## config.mk

```make
export PLATFORM = sky130hd
export DESIGN_NAME = seq_divider
export DESIGN_NICKNAME = d
export VERILOG_FILES = /design/src/rtl/seq_divider_pkg.sv /design/src/rtl/div_step.sv /design/src/rtl/seq_divider.sv
export SDC_FILE = /design/constraint.sdc
export NUM_CORES = 1
export LEC_CHECK = 0
export BUFFER_PORTS_ARGS = -buffer_cell sky130_fd_sc_hd__buf_2
export CAP_MARGIN = 5
export CORE_MARGIN = 2
export CORE_UTILIZATION = 35
export DETAILED_ROUTE_END_ITERATION = 10
export GPL_ROUTABILITY_DRIVEN = 0
export PLACE_DENSITY = 0.61
export SYNTH_ARGS = -nofsm -noshare
export SYNTH_HDL_FRONTEND = slang
export SYNTH_SLANG_ARGS = --single-unit
```

## constraint.sdc

```tcl
create_clock -name clk -period 3.7 [get_ports clk]
set_clock_uncertainty 0.1 [all_clocks]
set_input_delay 0.74 -clock clk [delete_from_list [all_inputs] [get_ports clk]]
set_output_delay 0.74 -clock clk [all_outputs]
set_load 0.005 [all_outputs]
```

## src/rtl/seq_divider_pkg.sv

```systemverilog
// Shared types and helpers for the sequential restoring divider.
// The step counter must hold the value WIDTH, hence clog2(WIDTH+1) bits.
package seq_divider_pkg;

   typedef enum logic [1:0] {
      IDLE = 2'd0,
      CALC = 2'd1,
      FIX  = 2'd2
   } state_t;

   function automatic int cnt_width(input int width);
      return $clog2(width + 1);
   endfunction

endpackage

```

## src/rtl/div_step.sv

```systemverilog
// One combinational restoring-division iteration: shift in one dividend bit,
// trial-subtract the divisor and keep the difference only if it is non-negative.
module div_step #(
   parameter int WIDTH = 8
) (
   input  logic [WIDTH-1:0] rem,
   input  logic             dvd_msb,
   input  logic [WIDTH-1:0] dsr,
   output logic [WIDTH-1:0] next_rem,
   output logic             q_bit
);

   logic [WIDTH:0] shifted;
   logic [WIDTH:0] trial;

   assign shifted = {rem, dvd_msb};
   assign trial   = shifted - {1'b0, dsr};

   // rem < dsr always holds, so a non-negative trial always fits in WIDTH bits
   assign q_bit    = ~trial[WIDTH];
   assign next_rem = q_bit ? trial[WIDTH-1:0] : shifted[WIDTH-1:0];

endmodule

```

## src/rtl/seq_divider.sv

```systemverilog
// Multi-cycle restoring divider, one quotient bit per clock, with optional
// two's-complement operands and a start/busy/done handshake.
module seq_divider
   import seq_divider_pkg::*;
#(
   parameter int WIDTH     = 8,
   parameter bit SIGNED_EN = 1'b1
) (
   input  logic             clk,
   input  logic             rst,
   input  logic             start,
   input  logic             signed_mode,
   input  logic [WIDTH-1:0] dividend,
   input  logic [WIDTH-1:0] divisor,
   output logic             busy,
   output logic             done,
   output logic [WIDTH-1:0] quotient,
   output logic [WIDTH-1:0] remainder,
   output logic             div_by_zero
);

   localparam int CW = cnt_width(WIDTH);

   state_t           state;
   state_t           state_nx;
   logic [WIDTH-1:0] rem_r;
   logic [WIDTH-1:0] dvd_r;
   logic [WIDTH-1:0] dsr_r;
   logic [CW-1:0]    cnt;
   logic             sign_q;
   logic             sign_r;
   logic             zero_flag;

   logic             is_signed;
   logic             a_neg;
   logic             b_neg;
   logic [WIDTH-1:0] a_mag;
   logic [WIDTH-1:0] b_mag;
   logic [WIDTH-1:0] step_rem;
   logic             step_q;
   logic             load;
   logic             load_zero;
   logic             step_en;
   logic             finish;

   // MIN has no positive counterpart, but its bit pattern is the correct unsigned magnitude
   assign is_signed = SIGNED_EN && signed_mode;
   assign a_neg     = is_signed & dividend[WIDTH-1];
   assign b_neg     = is_signed & divisor[WIDTH-1];
   assign a_mag     = a_neg ? -dividend : dividend;
   assign b_mag     = b_neg ? -divisor  : divisor;

   div_step #(.WIDTH(WIDTH)) u_step (
      .rem      (rem_r),
      .dvd_msb  (dvd_r[WIDTH-1]),
      .dsr      (dsr_r),
      .next_rem (step_rem),
      .q_bit    (step_q)
   );

   always_ff @(posedge clk) begin
      if (rst) state <= IDLE;
      else     state <= state_nx;
   end

   // NOTE: every always_comb output gets a default first so no latch is inferred.
   always_comb begin
      state_nx = state;
      unique case (state)
         IDLE:    if (start) state_nx = (divisor == '0) ? FIX : CALC;
         CALC:    if (cnt == CW'(1)) state_nx = FIX;
         FIX:     state_nx = IDLE;
         default: state_nx = IDLE;
      endcase
   end

   always_comb begin
      load      = 1'b0;
      load_zero = 1'b0;
      step_en   = 1'b0;
      finish    = 1'b0;
      busy      = (state != IDLE);
      unique case (state)
         IDLE: begin
            if (start) begin
               if (divisor == '0) load_zero = 1'b1;
               else               load      = 1'b1;
            end
         end
         CALC:    step_en = 1'b1;
         FIX:     finish  = 1'b1;
         default: ;
      endcase
   end

   // dvd_r shifts out dividend bits at the top while quotient bits fill in at the bottom
   always_ff @(posedge clk) begin
      if (rst) begin
         rem_r       <= '0;
         dvd_r       <= '0;
         dsr_r       <= '0;
         cnt         <= '0;
         sign_q      <= 1'b0;
         sign_r      <= 1'b0;
         zero_flag   <= 1'b0;
         done        <= 1'b0;
         quotient    <= '0;
         remainder   <= '0;
         div_by_zero <= 1'b0;
      end else begin
         done <= finish;
         if (load) begin
            rem_r     <= '0;
            dvd_r     <= a_mag;
            dsr_r     <= b_mag;
            sign_q    <= a_neg ^ b_neg;
            sign_r    <= a_neg;
            zero_flag <= 1'b0;
            cnt       <= CW'(WIDTH);
         end else if (load_zero) begin
            dvd_r     <= dividend;
            sign_q    <= 1'b0;
            sign_r    <= 1'b0;
            zero_flag <= 1'b1;
         end else if (step_en) begin
            rem_r <= step_rem;
            dvd_r <= {dvd_r[WIDTH-2:0], step_q};
            cnt   <= cnt - CW'(1);
         end

         if (finish) begin
            if (zero_flag) begin
               quotient  <= '1;
               remainder <= dvd_r;
            end else begin
               quotient  <= sign_q ? -dvd_r : dvd_r;
               remainder <= sign_r ? -rem_r : rem_r;
            end
            div_by_zero <= zero_flag;
         end
      end
   end

endmodule
```

==> reports/results.ini, run 1 <==
[logic_synthesis]
synth.net_count = 418
netlist_area_mm2 = 0.003059
ys_seq_area_frac = 0.3337
async_reset_ff_frac = 0
syn_avg_cell_area_um2 = 7.987
synthFlopType = dfxtp_1
synthCells = 383
yosys_warnings = 0
ys_ff_latch = 51
yosysUniqueCellTypes = 49
synth-edff-count = 0

[drt]
drt_iter0_markers = 99
drc = 0
routed_wl_mm = 6.969
vias = 2750
viasPerCell = 5.288
ant_nets = 0
firstDrtPassIters = 5
wl_per_cell_um = 13.40

[floorplanning]
core_mm2 = 0.008593
start_util = 0.3560
die_y_um = 97.49
io_pins = 39
die_w_um = 97.49
die_area_mm2 = 0.009504
num_rows = 34

[pwr]
ir_worst_vdd_v = 0.0001463
swShare = 0.3318
internal_power_mw = 0.8637
p_leak_nw = 1.355
seqPwrFrac = 0.488
clkPwrFrac = 0.249
power.net_switching_mw = 0.4288
p_comb_frac = 0.263
p_per_area_mw_per_mm2 = 377.7
p_total_mw = 1.292

[sta]
relSlewSlack = 0.3275
finalSetupViolCount = 0
worst_pin_slew_ns = 1.007
period_minus_slack_ns = 2.966
finalHoldViolCount = 0
rsz0062_at_grt = false
max_freq_mhz = 337.1
slew_violations = 0
timing.final.crit_share = 0.8017
fin_setup_tns_ns = 0

[grt]
grtUsageTotal = 0.1469
grt.overflow.total = 0
grt_pass1_wl_mm = 11.74
grt_pass1_vias = 2522
antenna_found_initial = 0
grt_max_degree = 32

[cells_and_area]
final_core_util = 0.3982
drive_gt1_frac = 0.1432
diodes = 0
area_growth_pct = 11.86
nNetsFinal = 446
layoutNonFillerInstCount = 520
stdcell_area_mm2 = 0.003422

[worst_setup_path]
worst-path-max-fanout = 13
path_class = flop to flop
cp_cell_sequence = inv_1 -> ha_1 -> inv_1 -> fa_1 -> a211oi_1 -> o211ai_1 -> a221o_1 -> or4_1 -> o211ai_1
required_ns = 3.84
slowest_stage = a221o_1
startpoint_type = flop
max_stage_delay_ns = 0.55
worst-path-buf-inv = 2
path_delay_family = compound AO/OA/AOI/OAI gates
cp-end-kind = flop
timing.critical_path.arrival_ns = 3.10

[cts]
cts_setup_buffers = 0
cts_sinks = 51
clk_latency_ns = 0.31
cts_buffer_depth = 2
cts_tree = yes
cts_resized = 0
cts_buffers = 5
root_buffer = clkbuf_8
cts_hold_buf = 0
h-tree-depth = 2
path_clk_slew_ns = 0.09

[min_path]
min_path_type = flop to flop

[placed_design]
hpwl_mm = 5.335
placement.cell_area_mm2 = 0.003337
place_inst = 512
portBuffers = 38

[status]
outcome = finished, final reports clean

[job]
max-cap-violations = 0

cells in the final DEF (no fill, tap or decap), types with 5 or more instances in the layout:
cell,instances
a211oi_1,16
a21oi_1,31
buf_2,38
buf_4,5
clkbuf_8,5
dfxtp_1,51
ha_1,14
inv_1,21
mux2i_1,8
nand2_1,27
nand2b_1,11
nand3_1,7
nor2_1,46
nor2b_1,5
nor3_1,12
o211ai_1,6
o21ai_0,23
o221ai_1,5
o31ai_1,5
xnor2_1,18
xor2_1,10
power by group through the flow:
| stage | sequential [mW] | combinational, mW | clock [mW] |
|---|---|---|---|
| floorplan | 0.621 | 0.272 | 0 |
| global placement | 0.641 | 0.334 | 0 |
| detailed placement | 0.643 | 0.337 | 0 |
| CTS | 0.630 | 0.339 | 0.331 |
| global route | 0.637 | 0.386 | 0.356 |
| finish | 0.631 | 0.340 | 0.322 |
per-layer routing:
layer	routed length, µm	GRT usage	vias to the layer above	part of all wire
li1	-	-	1432	-
met1	3552	0.2076	1268	0.51
met2	3113	0.2292	43	0.45
met3	244	0.03309	7	0.035
met4	59	0.03312	0	0.0085
met5	0	0	-	0
sequential cells by signal, indices dropped and copies added, names as in the netlist:
name         flops
cnt              4
div_by_zero      1
done             1
dsr_r            8
dvd_r            8
quotient         8
rem_r            8
remainder        8
sign_q           1
sign_r           1
state            2
zero_flag        1
path summary, 6_finish.rpt:
check                                               start                   endpoint  slack [ns]  cells past startpoint
worst min register to register  remainder[4]$_SDFFE_PP0P_  remainder[4]$_SDFFE_PP0P_        0.36                      2
worst max register to register      dvd_r[7]$_SDFFE_PP0P_      rem_r[2]$_SDFFE_PP0P_        0.73                      9
worst min-delay path            remainder[4]$_SDFFE_PP0P_  remainder[4]$_SDFFE_PP0P_        0.36                      2
worst max-delay path                dvd_r[7]$_SDFFE_PP0P_      rem_r[2]$_SDFFE_PP0P_        0.73                      9
layout make-up:
cell class / instances / area, µm²
clock buffer: 6 / 72.57
sequential: 51 / 1021
fill: 900 / 5171
timing repair buffer: 43 / 227.7
tap: 108 / 135.1
multi-input combinational: 289 / 1874
clock inverter: 2 / 12.51
inverter: 21 / 78.83
synth_stat cells (all sizes together) (5+ instances only):
master  count  share of area
a21oi      31          0.051
o221ai      5          0.014
o21ai      24          0.040
a211oi     16          0.039
inv        21          0.026
o31ai       5          0.012
nand2b     11          0.022
clkbuf     18          0.022
nor2       46          0.056
mux2i       8          0.026
dfxtp      51           0.33
nor2b       5          0.010
ha         14          0.057
nand2      27          0.033
xnor2      18          0.052
o211ai      6          0.015
nand3       7          0.011
nor3       13          0.025
xor2       10          0.029
through the flow:
step	hold WS, ns	setup slack (ns)
2_1_floorplan	0.3438	1.142
3_3_place_gp	0.3400	0.8299
3_5_place_dp	0.3444	0.7492
4_1_cts	0.3586	0.7454
5_1_grt	0.3731	0.5282
6_report	0.3552	0.7337
worst min-delay path, delay by kind of cell, from the launching register on:
kind | cells | cell delay, ns
compound gates | 1 | 0.05
simple gates | 1 | 0.05
flops | 1 | 0.32
kinds of logic after synthesis:
group                      share of synthesized area
DFF                                           0.3337
xor gates and xnor gates                     0.08016
muxes                                        0.02986
AOI/OAI and AO/OA                             0.2299
buffers and inverters                        0.05358
adders and majority gates                    0.06380
and+or+nand+nor                               0.2090
No activity file was read; power rests on OpenSTA's default activity.
==> run 2: changes to the inputs <==
--- a/config.mk
+++ b/config.mk
@@ -5,13 +5,14 @@
 export SDC_FILE = /design/constraint.sdc
 export NUM_CORES = 1
 export LEC_CHECK = 0
+export ABC_AREA = 1
 export BUFFER_PORTS_ARGS = -buffer_cell sky130_fd_sc_hd__buf_2
 export CAP_MARGIN = 5
 export CORE_MARGIN = 2
 export CORE_UTILIZATION = 35
 export DETAILED_ROUTE_END_ITERATION = 10
 export GPL_ROUTABILITY_DRIVEN = 0
-export PLACE_DENSITY = 0.61
+export PLACE_DENSITY = 0.62
 export SYNTH_ARGS = -nofsm -noshare
 export SYNTH_HDL_FRONTEND = slang
 export SYNTH_SLANG_ARGS = --single-unit
==> constraint.sdc (replaced) <==
create_clock -name clk -period 2.45 [get_ports clk]
set_clock_uncertainty 0.1 [all_clocks]
set_input_delay 0.49 -clock clk [delete_from_list [all_inputs] [get_ports clk]]
set_output_delay 0.49 -clock clk [all_outputs]
set_load 0.005 [all_outputs]
==> run 2 against run 1 <==
  * Flip-flop and latch count unchanged
  * Register-to-register slack got worse by 0.41 ns
  * Combinational power increased by 120%
  * Synthesized cell count grew 24%
  * Global-route usage rose by 1.3 points
==> reports/results.ini, run 2 <==
[status]
outcome = finished, final reports clean

[min_path]
hold_path_startpoint = divisor[0]
holdPathStages = 3
whs_endpoint = dsr_r[0]$_SDFFE_PP0P_
min_path_type = input port to flop

[logic_synthesis]
yosysUniqueCellTypes = 41
synth.most_common_cell = nand2_1
synthCells = 475
netlist_area_mm2 = 0.003271
ys_seq_area_frac = 0.3122
synth.net_count = 510
synth_top_area_frac = 0.3122
synth-edff-count = 0
ys_ff_latch = 51
yosys_warnings = 0
async_reset_ff_frac = 0
synthFlopType = dfxtp_1
yosys-top-cells-count = nand2_1, inv_1, dfxtp_1, nand3_1, o21ai_0
yosys-top-cells-area = dfxtp_1, nand2_1, inv_1
syn_avg_cell_area_um2 = 6.886
yosysTopAreaCell = dfxtp_1

[worst_setup_path]
required_ns = 2.59
timing.rr.start = dvd_r[7]$_SDFFE_PP0P_
max_stage_delay_ns = 0.40
cp-end-kind = flop
timing.critical_path.arrival_ns = 2.26
worstRegToRegCells = 13
cp_num_cells = 13
worst-path-max-fanout = 10
startpoint_type = flop
path_class = flop to flop
worst-path-buf-inv = 2
cp_cell_sequence = inv_1 -> ha_1 -> inv_1 -> fa_1 -> nand2_1 -> nand2_1 -> nand3_2 -> nand3_4 -> nand2_8 -> nand2_1 -> nand2_1 -> nand2_1 -> a21oi_2
crit_top_cell = nand2_1
path_delay_family = simple AND/OR/NAND/NOR gates
worst_r2r_endpoint = rem_r[7]$_SDFFE_PP0P_
slowest_stage = fa_1
r2r_slack_ns = 0.33

[pwr]
p_leak_nw = 1.722
swShare = 0.3748
seqPwrFrac = 0.438
ir_worst_vdd_v = 0.0002532
internal_power_mw = 1.363
power.net_switching_mw = 0.8172
clkPwrFrac = 0.218
p_per_area_mw_per_mm2 = 598.8
p_comb_frac = 0.344

[drt]
wl_per_cell_um = 12.53
vias = 3068
drt_iter0_markers = 156
routed_wl_mm = 7.816
ant_nets = 0
firstDrtPassIters = 4
viasPerCell = 4.917
drc = 0

[cells_and_area]
nNetsFinal = 547
multiInputGateArea_mm2 = 0.001877
diodes = 0
final_common_cell = nand2_1
stdcell_area_mm2 = 0.003641
final_cell_mix = nand2_1, inv_1, dfxtp_1
drive_gt1_frac = 0.1618
regArea_mm2 = 0.001021
area_growth_pct = 11.32
fillers = 999

[cts]
cts_setup_buffers = 0
cts_hold_buf = 0
path_clk_slew_ns = 0.09
cts_buffers = 5
clk_latency_ns = 0.30
h-tree-depth = 2
root_buffer = clkbuf_8
cts_tree = yes
cts_resized = 0
cts_buffer_depth = 2
cts_sinks = 51

[grt]
grt.overflow.total = 0
grtUsageTotal = 0.1604
grt_pass1_vias = 2880
grt_pass1_wl_mm = 13.37
antenna_found_initial = 0
grt_max_degree = 23

[sta]
max_freq_mhz = 470.9
timing.final.crit_share = 0.8668
relSlewSlack = 0.5948
finalSetupViolCount = 0
rsz0062_at_grt = false
fin_setup_tns_ns = 0
slew_violations = 0
finalHoldViolCount = 0
period_minus_slack_ns = 2.124
worst_pin_slew_ns = 0.6072

[floorplanning]
die_y_um = 100.7
die_w_um = 100.7
num_rows = 35
core_mm2 = 0.009153
die_area_mm2 = 0.01013
start_util = 0.3573
io_pins = 39

[job]
max-cap-violations = 0

[placed_design]
portBuffers = 38
placement.cell_area_mm2 = 0.003556
hpwl_mm = 6.294

-- run 2: changes by cell type in the layout (fill, tap and decap cells not counted), moves of 15 or more --
cell | previous run | this run
xnor2_1 | 18 | 3
nand2_1 | 27 | 107
nand3_1 | 7 | 43
a211oi_1 | 16 | 0
inv_1 | 21 | 74
nor2_1 | 46 | 30
-- run 2: worst max path at each step --
stage	slack, ns	from	endpoint
3_3_place_gp	0.43	dvd_r[7]$_SDFFE_PP0P_	rem_r[7]$_SDFFE_PP0P_
5_1_grt	0.11	dvd_r[7]$_SDFFE_PP0P_	rem_r[7]$_SDFFE_PP0P_
6_report	0.33	dvd_r[7]$_SDFFE_PP0P_	rem_r[7]$_SDFFE_PP0P_
4_1_cts	0.33	dvd_r[7]$_SDFFE_PP0P_	rem_r[7]$_SDFFE_PP0P_
3_5_place_dp	0.34	dvd_r[7]$_SDFFE_PP0P_	rem_r[7]$_SDFFE_PP0P_
2_1_floorplan	0.55	dvd_r[7]$_SDFFE_PP0P_	rem_r[1]$_SDFFE_PP0P_
-- run 2: logic make-up (layout without fill, tap and decap cells) --
logic type / after synthesis / count (layout) / synth area share
XOR/XNOR: 16 / 16 / 0.04285
AND/OR/NAND/NOR: 211 / 211 / 0.3026
flip-flops: 51 / 51 / 0.3122
AO/OA/AOI/OAI: 91 / 91 / 0.1687
buffers and inverters: 91 / 129 / 0.1140
adder cells (fa/ha/maj): 15 / 15 / 0.05968
-- run 2: layout make-up --
type,instances,share of cell area
multi-input combinational,333,0.5155
sequential,51,0.2804
inverter,80,0.08419
timing repair buffer,41,0.05842
tap,111,0.03814
clock buffer,6,0.01993
clock inverter,2,0.003436
-- run 2: worst register-to-register path, delay by kind of cell, from the launching register on --
kind                       cells  cell delay (ns)
and+or+nand+nor                8             0.80
DFF                            1             0.36
adders and majority gates      2             0.55
buffers and inverters          2             0.16
AOI/OAI and AO/OA              1             0.11
-- run 2: through the flow --
step                setup WS, ns  hold slack, ns  std cells  total power [mW]    util
floorplan                 0.5460          0.3332        475             1.542       -
global placement          0.4335          0.3620        616             1.701  0.3885
detailed placement        0.3435          0.3809        616             1.719  0.3885
CTS                       0.3269          0.3623        624             2.192  0.3978
global route              0.1079          0.3880        624             2.342  0.3978
finish                    0.3263          0.3761        624             2.180  0.3978
-- run 2: metal layers --
metal	track usage	routed length, µm
met1	0.2145	3795
met2	0.2764	3658
met3	0.02219	293
met4	0.03161	69
met5	0	0
-- run 2: power by group through the flow --
stage | clock, mW | combinational, mW | sequential (mW)
after floorplan | 0 | 0.593 | 0.949
after global placement | 0 | 0.731 | 0.970
after global routing | 0.521 | 0.858 | 0.963
after CTS | 0.488 | 0.751 | 0.953
final | 0.475 | 0.750 | 0.955
after detailed placement | 0 | 0.748 | 0.971
